===== src/rtl/load_store_unit.sv =====
// Multicycle RV64 load/store stage: doubleword memory access with a req/ready handshake,
// right-aligned load data in mdr and read-modify-write for sub-doubleword stores.
// Optional build macro MISALIGN_TRAP_EN: reject misaligned accesses with a misalign pulse.
module load_store_unit #(
    parameter int ADDR_W = 64,
    parameter int DATA_W = 64
) (
    input  logic              clk,
    input  logic              reset,
    input  logic              start,
    input  logic [31:0]       instrucao,
    input  logic [ADDR_W-1:0] addr,
    input  logic [DATA_W-1:0] store_data,
    output logic [DATA_W-1:0] mdr,
    output logic              busy,
    output logic              done,
    output logic              misalign,
    output logic [ADDR_W-1:0] mem_addr,
    output logic [DATA_W-1:0] mem_wdata,
    output logic              mem_req,
    output logic              mem_wr,
    input  logic [DATA_W-1:0] mem_rdata,
    input  logic              mem_ready
);

    typedef enum logic [2:0] {
        IDLE,
        RD,
        MERGE,
        WR,
        DONE
    } state_t;

    localparam logic [6:0] OP_LOAD  = 7'b0000011;
    localparam logic [6:0] OP_STORE = 7'b0100011;

    state_t state, state_next;

    logic [6:0]        opcode;
    logic [2:0]        funct3;
    logic              is_load_in;
    logic              is_store_in;
    logic              is_sd_in;
    logic              trap_in;
    logic              unused_instr;

    logic              op_load;
    logic [1:0]        size_q;
    logic [2:0]        off_q;
    logic [DATA_W-1:0] sdata_q;
    logic [DATA_W-1:0] rdata_q;
    logic [DATA_W-1:0] merged;
    logic [3:0]        nbytes;
    logic [2:0]        lane;

    assign opcode       = instrucao[6:0];
    assign funct3       = instrucao[14:12];
    assign unused_instr = ^{instrucao[31:15], instrucao[11:7]};

    // funct3 111 has no load and funct3[2]=1 has no store; those fall through as non-accesses
    assign is_load_in  = (opcode == OP_LOAD) && (funct3 != 3'b111);
    assign is_store_in = (opcode == OP_STORE) && !funct3[2];
    assign is_sd_in    = is_store_in && (funct3[1:0] == 2'b11);

`ifdef MISALIGN_TRAP_EN
    logic [2:0] align_mask;
    logic       misalign_q;

    always_comb begin
        align_mask = 3'b000;
        case (funct3[1:0])
            2'b00:   align_mask = 3'b000;
            2'b01:   align_mask = 3'b001;
            2'b10:   align_mask = 3'b011;
            default: align_mask = 3'b111;
        endcase
    end

    assign trap_in = (is_load_in || is_store_in) && ((addr[2:0] & align_mask) != 3'b000);

    always_ff @(posedge clk or posedge reset) begin
        if (reset) begin
            misalign_q <= 1'b0;
        end else if (state == IDLE && start) begin
            misalign_q <= trap_in;
        end
    end

    assign misalign = (state == DONE) && misalign_q;
`else
    assign trap_in  = 1'b0;
    assign misalign = 1'b0;
`endif

    always_ff @(posedge clk or posedge reset) begin
        if (reset) begin
            state <= IDLE;
        end else begin
            state <= state_next;
        end
    end

    // Memory strobes decode straight from state so a reset drops mem_req without waiting for a clock
    always_comb begin
        state_next = state;
        mem_req    = 1'b0;
        mem_wr     = 1'b0;
        busy       = 1'b1;
        done       = 1'b0;
        case (state)
            IDLE: begin
                busy = 1'b0;
                if (start) begin
                    if (trap_in) begin
                        state_next = DONE;
                    end else if (is_load_in) begin
                        state_next = RD;
                    end else if (is_sd_in) begin
                        state_next = WR;
                    end else if (is_store_in) begin
                        state_next = RD;
                    end else begin
                        state_next = DONE;
                    end
                end
            end
            RD: begin
                mem_req = 1'b1;
                if (mem_ready) begin
                    state_next = op_load ? DONE : MERGE;
                end
            end
            MERGE: begin
                state_next = WR;
            end
            WR: begin
                mem_req = 1'b1;
                mem_wr  = 1'b1;
                if (mem_ready) begin
                    state_next = DONE;
                end
            end
            DONE: begin
                done       = 1'b1;
                state_next = IDLE;
            end
            default: begin
                state_next = IDLE;
            end
        endcase
    end

    // Lanes past byte 7 never match, so oversize stores are clipped to the doubleword
    always_comb begin
        merged = rdata_q;
        nbytes = 4'd1 << size_q;
        lane   = 3'd0;
        for (int i = 0; i < 8; i++) begin
            lane = 3'(i) - off_q;
            if ((4'(i) >= {1'b0, off_q}) && ({1'b0, lane} < nbytes)) begin
                merged[8*i +: 8] = sdata_q[8*lane +: 8];
            end
        end
    end

    always_ff @(posedge clk or posedge reset) begin
        if (reset) begin
            mdr       <= '0;
            mem_addr  <= '0;
            mem_wdata <= '0;
            op_load   <= 1'b0;
            size_q    <= 2'b00;
            off_q     <= 3'b000;
            sdata_q   <= '0;
            rdata_q   <= '0;
        end else begin
            case (state)
                IDLE: begin
                    if (start) begin
                        op_load <= is_load_in;
                        size_q  <= funct3[1:0];
                        off_q   <= addr[2:0];
                        sdata_q <= store_data;
                        if (!trap_in && (is_load_in || is_store_in)) begin
                            mem_addr <= {addr[ADDR_W-1:3], 3'b000};
                        end
                        if (!trap_in && is_sd_in) begin
                            mem_wdata <= store_data;
                        end
                    end
                end
                RD: begin
                    if (mem_ready) begin
                        if (op_load) begin
                            mdr <= mem_rdata >> {off_q, 3'b000};
                        end else begin
                            rdata_q <= mem_rdata;
                        end
                    end
                end
                MERGE: begin
                    mem_wdata <= merged;
                end
                default: begin
                end
            endcase
        end
    end

endmodule

===== config.mk =====
export PLATFORM = sky130hd
export DESIGN_NAME = load_store_unit
export DESIGN_NICKNAME = d
export VERILOG_FILES = /design/src/rtl/load_store_unit.sv
export SDC_FILE = /design/constraint.sdc
export NUM_CORES = 1
export LEC_CHECK = 0
export ABC_AREA = 1
export CAP_MARGIN = 20
export CORE_MARGIN = 3
export CORE_UTILIZATION = 45
export CTS_CLUSTER_DIAMETER = 60
export DETAILED_ROUTE_END_ITERATION = 7
export DONT_BUFFER_PORTS = 1
export HOLD_SLACK_MARGIN = 0.05
export PLACE_DENSITY = 0.69
export REMOVE_ABC_BUFFERS = 1
export SYNTH_ARGS = -nofsm -noshare
export SYNTH_HDL_FRONTEND = slang
export SYNTH_SLANG_ARGS = --single-unit

===== constraint.sdc =====
create_clock -name clk -period 16.3 [get_ports clk]
set_input_delay 4.075 -clock clk [delete_from_list [all_inputs] [get_ports clk]]
set_output_delay 4.075 -clock clk [all_outputs]
set_load 0.01 [all_outputs]

==> impl_metrics.toml <==
[floorplanning]
die_y_um = 207
fp-row-count = 72
die_w_um = 207
start_util = 0.462
die_area_mm2 = 0.0428
ios = 425
core_mm2 = 0.0393

[yosys]
synth-edff-count = 0
synth_fa_ha_area_frac = 0.0145
ys.flop_type = "dfrtp_1"
synth.area.mux_share = 0.00434
synth_area_leaders = "dfrtp_1 45%, nand2_1 17%, nand3_1 9.1%"
synth_top_area_frac = 0.449
synth_top_family_by_area = "simple AND/OR/NAND/NOR gates"
synth_compound_area_frac = 0.132
synth.yosys.seq_area_share = 0.449
synth_area_mm2 = 0.0182
yosys.area_share.simple = 0.302
syn_inst = 2513
synth.largest_area_cell = "dfrtp_1"
synth_xor_area_frac = 0
synth.distinct_cells = 38
async_flop_share = 1.00
synth_seq_cells = 326
avgSynthCellArea_um2 = 7.22
yosys_warnings = 0

[timing]
min_period_ns = 6.46
fin_tns_setup_ns = 0
fmax_ghz = 0.155
slew_headroom = 0.313
setup_viol = 0
holdWs_ns = 0.486
skew_ns = 0.0201
tightest_slew_ns = 1.03
slew_viol_final = 0
rsz0062_at_grt = "false"
timing.final.crit_share = 0.396
finalHoldViolCount = 0

[worst_setup_path]
r2r_start = "off_q[0]"
cp_slowest_cell = "nand2_4"
crit_path_end_kind = "register"
crit_end = "mem_wdata[57]"
arrival_ns = 6.93
worstSetupPathType = "in -> reg"
path_cells = "inv_1, nor2_4, buf_4, nand3_4, nand2_4, o22ai_1, nor2_1"
worstSetupStartpointType = "input port"
startpoint = "start"
slowest_delay_ns = 0.92
cp_top_family = "simple AND/OR/NAND/NOR gates"
crit_buf_inv = 2
path_max_fanout = 75
r2r-end = "mem_wdata[34]"
worstPathRequired_ns = 16.77
cp.depth = 7
reg2regPathDepth = 12
reg2reg_slack_ns = 11.93

[global_route]
grt-ovfl-total = 0
grt_pass1_vias = 16176
antenna_found_initial = 1
grt_util_all_layers = 0.285
grt_max_degree = 123
grt_pass1_wl_mm = 94.2

[route]
drcViolationCount = 0
wl_per_cell_um = 20.9
drt_iter0_drc = 1588
wl_mm = 62.0
vias = 16931
firstDrtPassIters = 6
vias_per_cell = 5.70
antenna_left = 0

[clock_network]
cts_buffer_depth = 3
cts_tree = "yes"
postCtsResizedCells = 0
cts_hold_buffers = 0
root_buffer = "clkbuf_16"
clk_pin_slew_worst_paths_ns = 0.06
cts_sinks = 326
numCtsBuffers = 40
post_cts_buffers = 0
htreeDepth = 2
clk-insertion-delay-late_ns = 0.55

[cells_and_area]
finalInstanceArea_mm2 = 0.0195
final_common_cell = "nand2_1"
nNetsFinal = 2673
final_cell_mix = "822 x nand2_1, 331 x nand3_1, 324 x dfrtp_1"
drive_above_1_share = 0.0623
syn2layout_area_growth_pct = 7.50
antenna_cells = 0

[power_and_ir_drop]
swShare = 0.499
ir_worst_vdd_v = 0.000115
clockPowerShare = 0.204
leakage_nw = 9.72
power_frac_seq = 0.292
comb_power_share = 0.504
power_mw = 4.44
p_per_area_mw_per_mm2 = 228
p_switching_mw = 2.22
p_int_mw = 2.23

[hold_path]
hold_depth = 2
hp-start = "rdata_q[49]"
hp-class = "reg -> reg"

[outcome]
outcome = "finished, final reports clean"

[placement]
dp_hpwl_mm = 42.9
placed_area_mm2 = 0.0182
port_buffers = 0
globalplace.congestion = 0.916

[job]
maxCapViolCount = 0
[kinds of logic (layout without fill, tap and decap cells)]
kind of cell,count (synthesis),after routing
flip-flops,326,326
AND/OR/NAND/NOR,1319,1319
multiplexers,7,7
other,1,4
AO/OA/AOI/OAI,430,430
adder cells (fa/ha/maj),21,21
buffers and inverters,409,347
[metrics by stage]
step	std cells	worst slack [ns]	utilization
floorplan	2361	3.20	-
detailed placement	2900	9.22	0.463
global route	2972	9.57	0.497
CTS	2972	9.81	0.497
finish	2972	9.84	0.497
global placement	2900	9.30	0.463
[layer usage]
layer / GRT usage / vias to the layer above / part of all wire
met4: 0.115 / 2 / 0.041
met3: 0.0759 / 150 / 0.10
met5: 0 / - / 0.00021
met2: 0.443 / 901 / 0.45
li1: - / 7913 / -
met1: 0.380 / 7965 / 0.41
[worst min path at each step]
stage,slack (ns),endpoint
2_1_floorplan,0.45,rdata_q[0]
3_3_place_gp,0.47,rdata_q[49]
3_5_place_dp,0.47,rdata_q[8]
4_1_cts,0.49,rdata_q[24]
5_1_grt,0.52,rdata_q[49]
6_report,0.49,rdata_q[49]
[registers in the layout (all words and copies together), names as in the netlist]
name / flops
off_q: 3
mdr: 64
op_load: 1
sdata_q: 64
rdata_q: 64
mem_addr: 61
size_q: 2
state: 3
mem_wdata: 64
[cell type report]
type / count / area [um2]
Clock buffer: 55 / 1130
Clock inverter: 17 / 210
Fill cell: 3835 / 19800
Inverter: 254 / 963
Multi-Input combinational cell: 1781 / 8240
Sequential cell: 326 / 8160
Tap cell: 518 / 648
Timing Repair Buffer: 21 / 158
[tightest hold or removal path, cell delays in order (launching register included)]
cell and delay (ns):
dfrtp_1 0.34, nand2_1 0.05, o21ai_0 0.06
[synth_stat cells, types with 8 or more instances]
cell and n:
o211ai_1 28, ha_1 21, nand2_2 8, buf_2 70
nand3_1 331, nand2_1 823, a31oi_1 25, a21oi_1 92
o21ai_2 21, dfrtp_1 326, nor2_1 135, inv_1 244
buf_1 10, inv_2 8, clkbuf_1 46, buf_6 12
buf_4 17, o21ai_1 45, o21ai_0 198
[power groups by stage]
stage | clock [mW] | sequential, mW | combinational, mW
after floorplan | 0 | 1.28 | 1.50
after global placement | 0 | 1.30 | 2.15
after detailed placement | 0 | 1.30 | 2.21
after CTS | 0.923 | 1.29 | 2.21
after global routing | 0.959 | 1.33 | 2.51
final | 0.906 | 1.30 | 2.24
Power figures use the tool's default switching activity.
